`src/rtl/fft_stage_seq_ctrl.sv`:
```
// Sequencer for one radix-2 FFT stage: turns an upstream alert into mux/butterfly/multiplier
// controls, a twiddle address stream and a downstream alert, with overrun and frame accounting.
module fft_stage_seq_ctrl #(
   parameter int FRAME_CYC = 32,
   parameter int SUB_DEPTH = 8,
   parameter int BF_DEPTH  = 4,
   parameter int BF_LAT    = 1,
   parameter int MUL_LAT   = 1,
   parameter int ADDR_W    = 9
) (
   input  logic              clk,
   input  logic              rstn,
   input  logic              alert_in,
   output logic              mux_sel,
   output logic              bf_en,
   output logic              mul_en,
   output logic [ADDR_W-1:0] addr,
   output logic              alert_out,
   output logic              busy,
   output logic              done,
   output logic              err_overrun,
   output logic [7:0]        frame_cnt
);

   localparam int RUN_CYC = FRAME_CYC + SUB_DEPTH;
   localparam int CNT_W   = $clog2(RUN_CYC);
   localparam int SUB_B   = $clog2(SUB_DEPTH);
   localparam int BF_B    = $clog2(BF_DEPTH);
   localparam int MK_LEN  = BF_LAT + MUL_LAT - 1;
   localparam logic [CNT_W-1:0] CNT_LAST = CNT_W'(RUN_CYC - 1);
   localparam logic [CNT_W-1:0] CNT_MARK = CNT_W'(BF_DEPTH);

   typedef enum logic [1:0] {IDLE, RUN, FLUSH} state_t;

   state_t             state, state_n;
   logic [CNT_W-1:0]   cnt, cnt_n;
   logic               run_n;
   logic               drain_empty;
   // Bit 0 of each shift register is the butterfly-side stage; the top bit is the output stage.
   logic [BF_LAT:0]    en_sr;
   logic [BF_LAT:0]    last_sr;
   logic [MK_LEN:0]    mark_sr;

   // Empty next cycle: nothing left to shift into the final stages.
   assign drain_empty = ~|en_sr[BF_LAT-1:0] & ~|last_sr[BF_LAT-1:0] & ~|mark_sr[MK_LEN-1:0];
   assign run_n       = (state_n == RUN);

   assign bf_en     = en_sr[0];
   assign mul_en    = en_sr[BF_LAT];
   assign alert_out = mark_sr[MK_LEN];
   assign done      = last_sr[BF_LAT];

   always_comb begin
      state_n = state;
      cnt_n   = '0;
      case (state)
         IDLE: begin
            if (alert_in) state_n = RUN;
         end
         RUN: begin
            if (cnt == CNT_LAST) begin
               if (!alert_in) state_n = FLUSH;
            end else begin
               cnt_n = cnt + CNT_W'(1);
            end
         end
         FLUSH: begin
            if (alert_in)         state_n = RUN;
            else if (drain_empty) state_n = IDLE;
         end
         default: state_n = IDLE;
      endcase
   end

   // Decodes are registered from the next count so they line up with the cycle cnt holds it.
   always_ff @(posedge clk or negedge rstn) begin
      if (!rstn) begin
         state       <= IDLE;
         cnt         <= '0;
         busy        <= 1'b0;
         mux_sel     <= 1'b0;
         en_sr       <= '0;
         last_sr     <= '0;
         mark_sr     <= '0;
         addr        <= '0;
         frame_cnt   <= '0;
         err_overrun <= 1'b0;
      end else begin
         state   <= state_n;
         cnt     <= cnt_n;
         busy    <= (state_n != IDLE);
         mux_sel <= run_n & cnt_n[SUB_B];
         en_sr   <= {en_sr[BF_LAT-1:0], run_n & cnt_n[BF_B]};
         mark_sr <= {mark_sr[MK_LEN-1:0], run_n && (cnt_n == CNT_MARK)};
         last_sr <= {last_sr[BF_LAT-1:0], run_n && (cnt_n == CNT_LAST) && cnt_n[BF_B]};
         // The marker restart wins over increment so a new frame cleanly overrides the old tail.
         if (mark_sr[BF_LAT-1])  addr <= '0;
         else if (en_sr[BF_LAT]) addr <= addr + ADDR_W'(1);
         if (last_sr[BF_LAT-1])  frame_cnt <= frame_cnt + 8'd1;
         if (state == RUN && alert_in && cnt != CNT_LAST) err_overrun <= 1'b1;
      end
   end

endmodule

```
`config.mk`:
```
export PLATFORM = sky130hd
export DESIGN_NAME = fft_stage_seq_ctrl
export DESIGN_NICKNAME = d
export VERILOG_FILES = /design/src/rtl/fft_stage_seq_ctrl.sv
export SDC_FILE = /design/constraint.sdc
export NUM_CORES = 1
export LEC_CHECK = 0
export BUFFER_PORTS_ARGS = -buffer_cell sky130_fd_sc_hd__buf_2
export CAP_MARGIN = 20
export CELL_PAD_IN_SITES_DETAIL_PLACEMENT = 1
export CELL_PAD_IN_SITES_GLOBAL_PLACEMENT = 2
export CORE_MARGIN = 1.5
export CORE_UTILIZATION = 37
export DETAILED_ROUTE_END_ITERATION = 6
export PLACE_DENSITY_LB_ADDON = 0.25
export SLEW_MARGIN = 20
export SYNTH_ARGS = -nofsm -noshare
export SYNTH_HDL_FRONTEND = slang
export SYNTH_SLANG_ARGS = --single-unit
```
`constraint.sdc`:
```
create_clock -name clk -period 2.2 [get_ports clk]
set_input_delay 0.22 -clock clk [delete_from_list [all_inputs] [get_ports clk]]
set_output_delay 0.22 -clock clk [all_outputs]
set_load 0.005 [all_outputs]
```
# Word-level counts from Yosys, hierarchy flattened
# Index checks and enable logic that the tools add are counted.
[totals] elab_cells=45 in_bits=3 ff_bits=34
[op_classes] n_reduce_logical=11 n_bitwise=4 n_eq_ne=7 muxes=10 add_sub_neg=3
[ops] cell="2-to-1 mux 9 bit" count=2
[ops] cell="== test 6 bit (second input constant)" count=2
[ops] cell="2-to-1 mux 6 bit" count=2
[ops] cell="2-to-1 mux 2 bit" count=5
[ops] cell="adder 9 x 1 -> 9 bit (second input constant)" count=1
[ops] cell="adder 8 x 1 -> 8 bit (second input constant)" count=1
[ops] cell="adder 6 x 1 -> 6 bit (second input constant)" count=1
[ops] cell="== test 6 x 3 -> 1 bit (second input constant)" count=1
[ops] cell="inequality test 6 bit (second input constant)" count=1
[ops] cell="one-hot mux 2 bit (3 select lines)" count=1
[ops] cell="logical AND 1 bit" count=5
[ops] cell="AND 1 bit" count=4
[ops] cell="== test 2 x 1 -> 1 bit (second input constant)" count=2
[ops] cell="nonzero test 2 bit" count=2
[ops] cell="logical NOT 1 bit" count=3
[ops] cell="== test 2 bit (second input constant)" count=1
[ops] cell="logical NOT 2 bit" count=1

# Longest topological paths before layout
# Gate-level depths: netlist of the first run.
[depth] word_depth=9 ltp_mapped=4

# Worst setup path after synthesis of the first run
# Ideal clock, no wire load.
[synth_timing] kind="reg2reg" from="reg cnt[0]" to="reg mark_sr[0]" path_buffers=0 setup_slack_ns=0.830 t_required_ns=2.133 synth_period_minus_slack_ns=1.370 stages_incl_launch_ff=5 arrival_ns=1.303 path_cell_list="dfrtp_1 -> ha_1 -> nand4b_1 -> o21ai_1 -> o2111a_1"
[synth_between] elab_chain_len=5
[synth_rtl] item="start, declared" line="36" rtl="logic [CNT_W-1:0] cnt, cnt_n;"
[synth_rtl] item="start signal, assigned" line="90" rtl="cnt <= cnt_n;"
[synth_rtl] item="adder 6 x 1 -> 6 bit or == test 6 bit (tied branches)" line="64, 61"
[synth_rtl] item="2-to-1 mux 6 bit or 2-to-1 mux 2 bit (tied branches)" line="61" rtl="if (cnt == CNT_LAST) begin"
[synth_rtl] item="2-to-1 mux 6 bit or one-hot mux 2 bit (3 select lines) (tied branches)" line="56" rtl="case (state)"
[synth_rtl] item="== test 6 x 3 -> 1 bit or == test 2 x 1 -> 1 bit (tied branches)" line="94, 46"
[synth_rtl] item="logical AND 1 bit *" line="94" rtl="mark_sr <= {mark_sr[MK_LEN-1:0], run_n && (cnt_n == CNT_MARK)};"
[synth_rtl] item="end signal, assigned" line="94"
[synth_rtl] item="end, declared" line="42" rtl="logic [MK_LEN:0] mark_sr;"
# Mark *: on every way between the ends. The rest lies on a longest branch, timed or not.
# A chain may end at the register's enable or synchronous reset.

# Final worst setup path of the first run
# Ends and elaborated chain as after synthesis.

==> impl_metrics.ini, run 1 <==
[power]
ir_drop_v = 0.000500
power_density_nw_per_um2 = 1210
p_leak_nw = 0.829

[die]
num_io_pins = 27
die_w_um = 66.1
die_area_um2 = 4370
coreArea_um2 = 3740
start_util_pct = 39.3
row_count = 22
die_h_um = 66.1

[sta]
rsz0062_at_grt = no
finClkSkew_ns = 0.00594
finalMaxSlewViolations = 0
tns_ns = 0
hold_viol_final = 4
tightest_slew_ns = 0.748
fin_crit_sh_pct = 74.7
max_freq_mhz = 608
holdWs_ns = -0.0105
setup_violations = 0
post-route-min-period_ns = 1.64
slew_headroom_pct = 50.1

[synth]
async_flop_share_pct = 100
synth_edf_count = 0
synth_cell_type_count = 32
synth_top_area_share_pct = 57.8
synth_seq_area_share_pct = 57.8
ys_warn_count = 0
synthCells = 130
synth.most_common_cell = dfrtp_1
synthesis.nets = 136
ys.flop_type = dfrtp_1
synth.largest_area_cell = dfrtp_1
synth.cell_area_um2 = 1470
yosys-top-cells-area = dfrtp_1 58%, xor2_1 5.9%, nor2_1 3.1%
synth_commonest_cells = 34 x dfrtp_1, 12 x nor2_1, 10 x xor2_1, 8 x nand2_1
synth-seq-cells = 34
avgSynthCellArea_um2 = 11.3

[place]
globalplace.congestion = 0.812
postPlaceCellArea_um2 = 1640
numPortBuffers = 26
dp_hpwl_um = 2060

[final_layout]
fin_area_um2 = 1730
n_fill_cell = 448
antenna_cells = 0
drive_above_1_share_pct = 22.5
area_growth_pct = 17.7
final_nets = 165

[worst_setup_path]
start_kind = register
cp_max_fo = 7
r2r_setup_slack_ns = 0.56
reg2reg_depth = 4
critPathCaptureType = register
cp.required_ns = 2.42
timing.rr.end = mark_sr[0]$_DFF_PN0_
r2r_start = cnt[0]$_DFF_PN0_
cp_data_arrival_time_ns = 1.87
critPathKind = reg -> reg

[route]
drt-wirelength-per-cell_um = 14.0
vias_per_cell = 5.12
first_iter_violations = 45
dr.pass1.iters = 4
vias = 1065
finalWirelength_um = 2910
ant_nets = 0
drc = 0

[global_routing]
grt_usage_pct = 15.9
grt_max_degree = 35
antenna_found_initial = 0
grt_use_met2_pct = 25.4
met1_usage_pct = 18.5
grt.met3_usage_pct = 6.13
grt_pass1_wl_um = 4950
grt_pass1_vias = 1050
grt.busiest_layer = met2
gr-total-overflow = 0

[clocking]
htreeDepth = 2
clock_latency_ns = 0.29
clock_sinks = 34
cts_inserted_buffers = 5
path_clk_slew_ns = 0.07
post_cts_buffers = 0
postCtsResizedCells = 0
cts_root_buf = clkbuf_8
tritoncts = yes
cts_hold_buffers = 0
clockBufferDepth = 2

[outcome]
violations = hold timing
outcome = finished with violations

[job]
maxCapViolations = 0

[worst_hold_path]
hold_path.class = in -> async
==> metrics by stage <==
step	instances	hold slack [ns]	total power, W	util, %	setup slack [ns]
6_report	208	-0.0105	0.00209	46.3	0.557
5_1_grt	208	0.0505	0.00227	46.3	0.389
4_1_cts	208	0.0192	0.00212	46.3	0.556
3_5_place_dp	200	0.339	0.00164	43.9	0.584
3_3_place_gp	200	0.330	0.00162	43.9	0.619
2_1_floorplan	130	-0.0756	0.00141	-	0.830
==> power by group <==
group,internal (W),total (W),switching [W]
Combinational,0.000287,0.000584,0.000298
Sequential,0.000796,0.00103,0.000238
Clock,0.000252,0.000471,0.000219
Total,0.00134,0.00209,0.000754
==> routing by layer <==
| metal | vias up | part of all wire, % | wire [µm] |
|---|---|---|---|
| li1 | 509 | - | - |
| met1 | 528 | 44 | 1280 |
| met2 | 21 | 49 | 1430 |
| met3 | 7 | 4.5 | 131 |
| met4 | 0 | 2.2 | 65 |
| met5 | - | 0 | 0 |
==> layout make-up <==
type,instances,area (µm²),area share [%]
clock buffers,7,86.3,4.98
clock inverters,1,5.00,0.289
inverters,3,11.3,0.650
multi-input cells,89,589,34.0
flip-flops and latches,34,851,49.1
well taps,48,60.1,3.47
repair buffers,26,130,7.51
==> cells by family after synthesis <==
| family | after synthesis | share of synthesized area [%] |
|---|---|---|
| compound gates | 19 | 8.84 |
| xor+xnor | 15 | 8.92 |
| fa+ha+maj | 3 | 2.55 |
| buf+inv | 7 | 2.21 |
| flops | 34 | 57.8 |
| mux | 3 | 2.12 |
| simple gates | 49 | 17.6 |
==> sequential cells by signal, indices dropped and copies added, names as in the netlist <==
name,cells
addr,9
busy,1
cnt,6
en_sr,2
err_overrun,1
frame_cnt,8
last_sr,2
mark_sr,2
mux_sel,1
state,2
==> critical path: stages (launching register included) <==
cell	delay, ns
dfrtp_1	0.44
ha_1	0.25
nand4b_1	0.17
o21ai_1	0.46
o2111a_1	0.27
==> how the worst max path moves through the flow <==
stage / startpoint / endpoint / slack (ns)
2_1_floorplan: cnt[0]$_DFF_PN0_ / mark_sr[0]$_DFF_PN0_ / 0.83
3_3_place_gp: cnt[0]$_DFF_PN0_ / mark_sr[0]$_DFF_PN0_ / 0.62
3_5_place_dp: cnt[0]$_DFF_PN0_ / mark_sr[0]$_DFF_PN0_ / 0.58
4_1_cts: cnt[0]$_DFF_PN0_ / mark_sr[0]$_DFF_PN0_ / 0.56
5_1_grt: cnt[0]$_DFF_PN0_ / mark_sr[0]$_DFF_PN0_ / 0.39
6_report: cnt[0]$_DFF_PN0_ / mark_sr[0]$_DFF_PN0_ / 0.56
==> cell usage in the layout, fill, tap and decap left out, types with 2 or more instances in the layout <==
master,synthesis,layout
inv_1,3,3
nand2b_1,2,2
nor2b_1,2,2
mux2i_1,2,2
or4_1,3,3
a21oi_1,7,7
clkbuf_8,0,6
ha_1,3,3
o31ai_1,3,3
o21ai_0,4,4
nand2_1,8,8
nor2_1,12,12
nand4_1,7,7
buf_2,2,26
dfrtp_1,34,34
or3_1,3,3
nand3_1,4,4
xnor2_1,5,5
xor2_1,10,10
and2_1,3,3
Power figures use the tool's default switching activity.
==> inputs of run 2 (changes only) <==
Settings changed: ABC_AREA set to 1, CORE_UTILIZATION 37 to 33.
Clock period 2.2 ns to 1.67 ns, I/O delays scaled along.
==> run 2 against run 1 <==
Clock skew is 0.0018 ns lower. Area after synthesis up 7.1%. Critical endpoint is now last_sr[0]$_DFF_PN0_. Non-clock buffer count grew 2. Cell area increased by 8.6%. Register-to-register slack worse by 0.34 ns. Global-route usage decreased by 0.46 points. The run now ends clean. Maximum frequency up 13%.
==> impl_metrics.ini, run 2 <==
[global_routing]
grt_max_degree = 35
grt_pass1_wl_um = 6150
antenna_found_initial = 0
gr-total-overflow = 0
grt_usage_pct = 15.5
grt_pass1_vias = 1317

[route]
vias_per_cell = 4.76
vias = 1267
dr.pass1.iters = 5
drc = 0
first_iter_violations = 43
drt-wirelength-per-cell_um = 13.1
ant_nets = 0
finalWirelength_um = 3480

[synth]
synthAdderAreaFrac_pct = 2.38
synthMuxAreaShare_pct = 0
synth.most_common_cell = dfrtp_1
synth_cell_type_count = 22
synth_xor_area_share_pct = 4.44
synth_top_area_share_pct = 54.0
synthesis.nets = 184
synth_top_family_by_area = simple AND/OR/NAND/NOR gates
avgSynthCellArea_um2 = 8.86
synth.largest_area_cell = dfrtp_1
synth_compound_area_share_pct = 4.76
ys.flop_type = dfrtp_1
synth.cell_area_um2 = 1580
synth_seq_area_share_pct = 54.0
synthCells = 178
synth-seq-cells = 34
synth-simple-area-share_pct = 27.1
synth_edf_count = 0
synth_commonest_cells = 34 x dfrtp_1, 33 x nand2_1, 30 x inv_1, 16 x nand3_1, 16 x nor2_1
yosys-top-cells-area = dfrtp_1 54%, nand2_1 7.9%, inv_1 7.1%
async_flop_share_pct = 100
ys_warn_count = 0

[die]
die_area_um2 = 5200
num_io_pins = 27
coreArea_um2 = 4470
start_util_pct = 35.2
row_count = 24
die_w_um = 72.1
die_h_um = 72.1

[sta]
tightest_slew_ns = 0.447
max_freq_mhz = 690
fin_ws_ns = 0.220
hold_viol_final = 0
rsz0062_at_grt = no
post-route-min-period_ns = 1.45
setup_violations = 0
finClkSkew_ns = 0.00416
finalMaxSlewViolations = 0
fin_crit_sh_pct = 86.8
tns_ns = 0
slew_headroom_pct = 70.2

[worst_setup_path]
cp_data_arrival_time_ns = 1.63
critPathCaptureType = register
cpMostUsedCell = nor2_2
cp-endpoint = last_sr[0]$_DFF_PN0_
critPathKind = reg -> reg
cp.required_ns = 1.85
timing.rr.end = last_sr[0]$_DFF_PN0_
startpoint = cnt[0]$_DFF_PN0_
reg2reg_depth = 9
r2r_setup_slack_ns = 0.22
r2r_start = cnt[0]$_DFF_PN0_
worstPathCellList = ha_1 > nand2_2 > nor2_2 > nand2_2 > nand2_4 > nor2_2 > nor2_2 > nand2_1 > nor2_2
cp_slowest_cell = dfrtp_2
start_kind = register
slowest_delay_ns = 0.45
cp_max_fo = 7

[clocking]
clock_sinks = 34
clockBufferDepth = 2
clock_latency_ns = 0.29
path_clk_slew_ns = 0.07
htreeDepth = 2
cts_root_buf = clkbuf_8
cts_inserted_buffers = 5
tritoncts = yes

[final_layout]
regMostFlops = addr
n_fill_cell = 532
area_growth_pct = 19.4
largest_reg_flops = 9
final_cell_mix = 33 x nand2_1, 33 x dfrtp_1, 30 x inv_1, 26 x buf_2
top_regs = addr (9), frame_cnt (8), cnt (6)
antenna_cells = 0
drive_above_1_share_pct = 23.8
final_nets = 219

[job]
maxCapViolations = 0

[power]
switching_share_pct = 40.2
p_total_w = 0.00302
power_switching_w = 0.00121
p_leak_nw = 1.04
p_seq_share_pct = 44.6
clkPwrFrac_pct = 21.2
p_int_w = 0.00180
power_density_nw_per_um2 = 1600
ir_drop_v = 0.000599
combPwrFrac_pct = 34.2

[place]
dp_hpwl_um = 2560
numPortBuffers = 26
globalplace.congestion = 0.773
post-place-ws_ns = 0.182

[outcome]
outcome = finished clean

[worst_hold_path]
hold_path.class = in -> reg
hold_depth = 3
run 2: routing by layer:
layer / vias up / wire [µm] / GRT usage (%)
met5: - / 0 / 0
met4: 0 / 44 / 5.03
met3: 5 / 132 / 5.00
li1: 624 / - / -
met1: 615 / 1650 / 19.3
met2: 23 / 1660 / 25.4
run 2: stage by stage:
stage / instance area, µm² / instances / hold WS, ns / util, %
after floorplan: 1580 / 178 / -0.129 / -
after CTS: 1880 / 266 / 0.165 / 42.0
after global placement: 1780 / 257 / 0.224 / 39.8
after global routing: 1880 / 266 / 0.171 / 42.1
after detailed placement: 1780 / 257 / 0.232 / 39.8
final: 1880 / 266 / 0.167 / 42.1
run 2: worst min-delay path by stage:
stage,to,from
floorplan,addr[0]$_DFFE_PN0P_,rstn
global placement,addr[3]$_DFFE_PN0P_,rstn
detailed placement,addr[3]$_DFFE_PN0P_,rstn
CTS,err_overrun$_DFFE_PN0P_,alert_in
global route,err_overrun$_DFFE_PN0P_,alert_in
finish,err_overrun$_DFFE_PN0P_,alert_in
run 2: power groups by stage:
stage	clock network, W	registers [W]	logic, W
global route	0.000701	0.00140	0.00118
CTS	0.000666	0.00135	0.00106
detailed placement	0	0.00136	0.00106
finish	0.000640	0.00134	0.00103
floorplan	0	0.00130	0.000708
global placement	0	0.00135	0.00102
run 2: worst max-delay path, delay by kind of cell (launching register included):
| kind | cells | cell delay [ns] |
|---|---|---|
| fa+ha+maj | 1 | 0.26 |
| simple gates | 8 | 0.61 |
| flops | 1 | 0.45 |
run 2: logic make-up (layout without fill, tap and decap cells):
kind of cell             count (synthesis)  after routing
AND/OR/NAND/NOR                         88             88
flip-flops                              34             34
buffers and inverters                   31             67
AO/OA/AOI/OAI                           14             14
XOR/XNOR                                 8              8
adder cells (fa/ha/maj)                  3              3
run 2: timing repair:
action	in CTS	in global routing
endpoints found under the setup margin	0	2
hold buffers	1	0
resized for setup	0	1
endpoints found under the hold margin	34	0
setup buffers	0	0
run 2: layout make-up:
type                       count  area (µm²)  area share, %
clock buffer                   7        86.3           4.59
clock inverter                 1        5.00          0.266
inverter                      31         116           6.18
multi-input combinational    113         609           32.4
sequential                    34         852           45.3
tap                           52        65.1           3.46
timing repair buffer          28         148           7.85
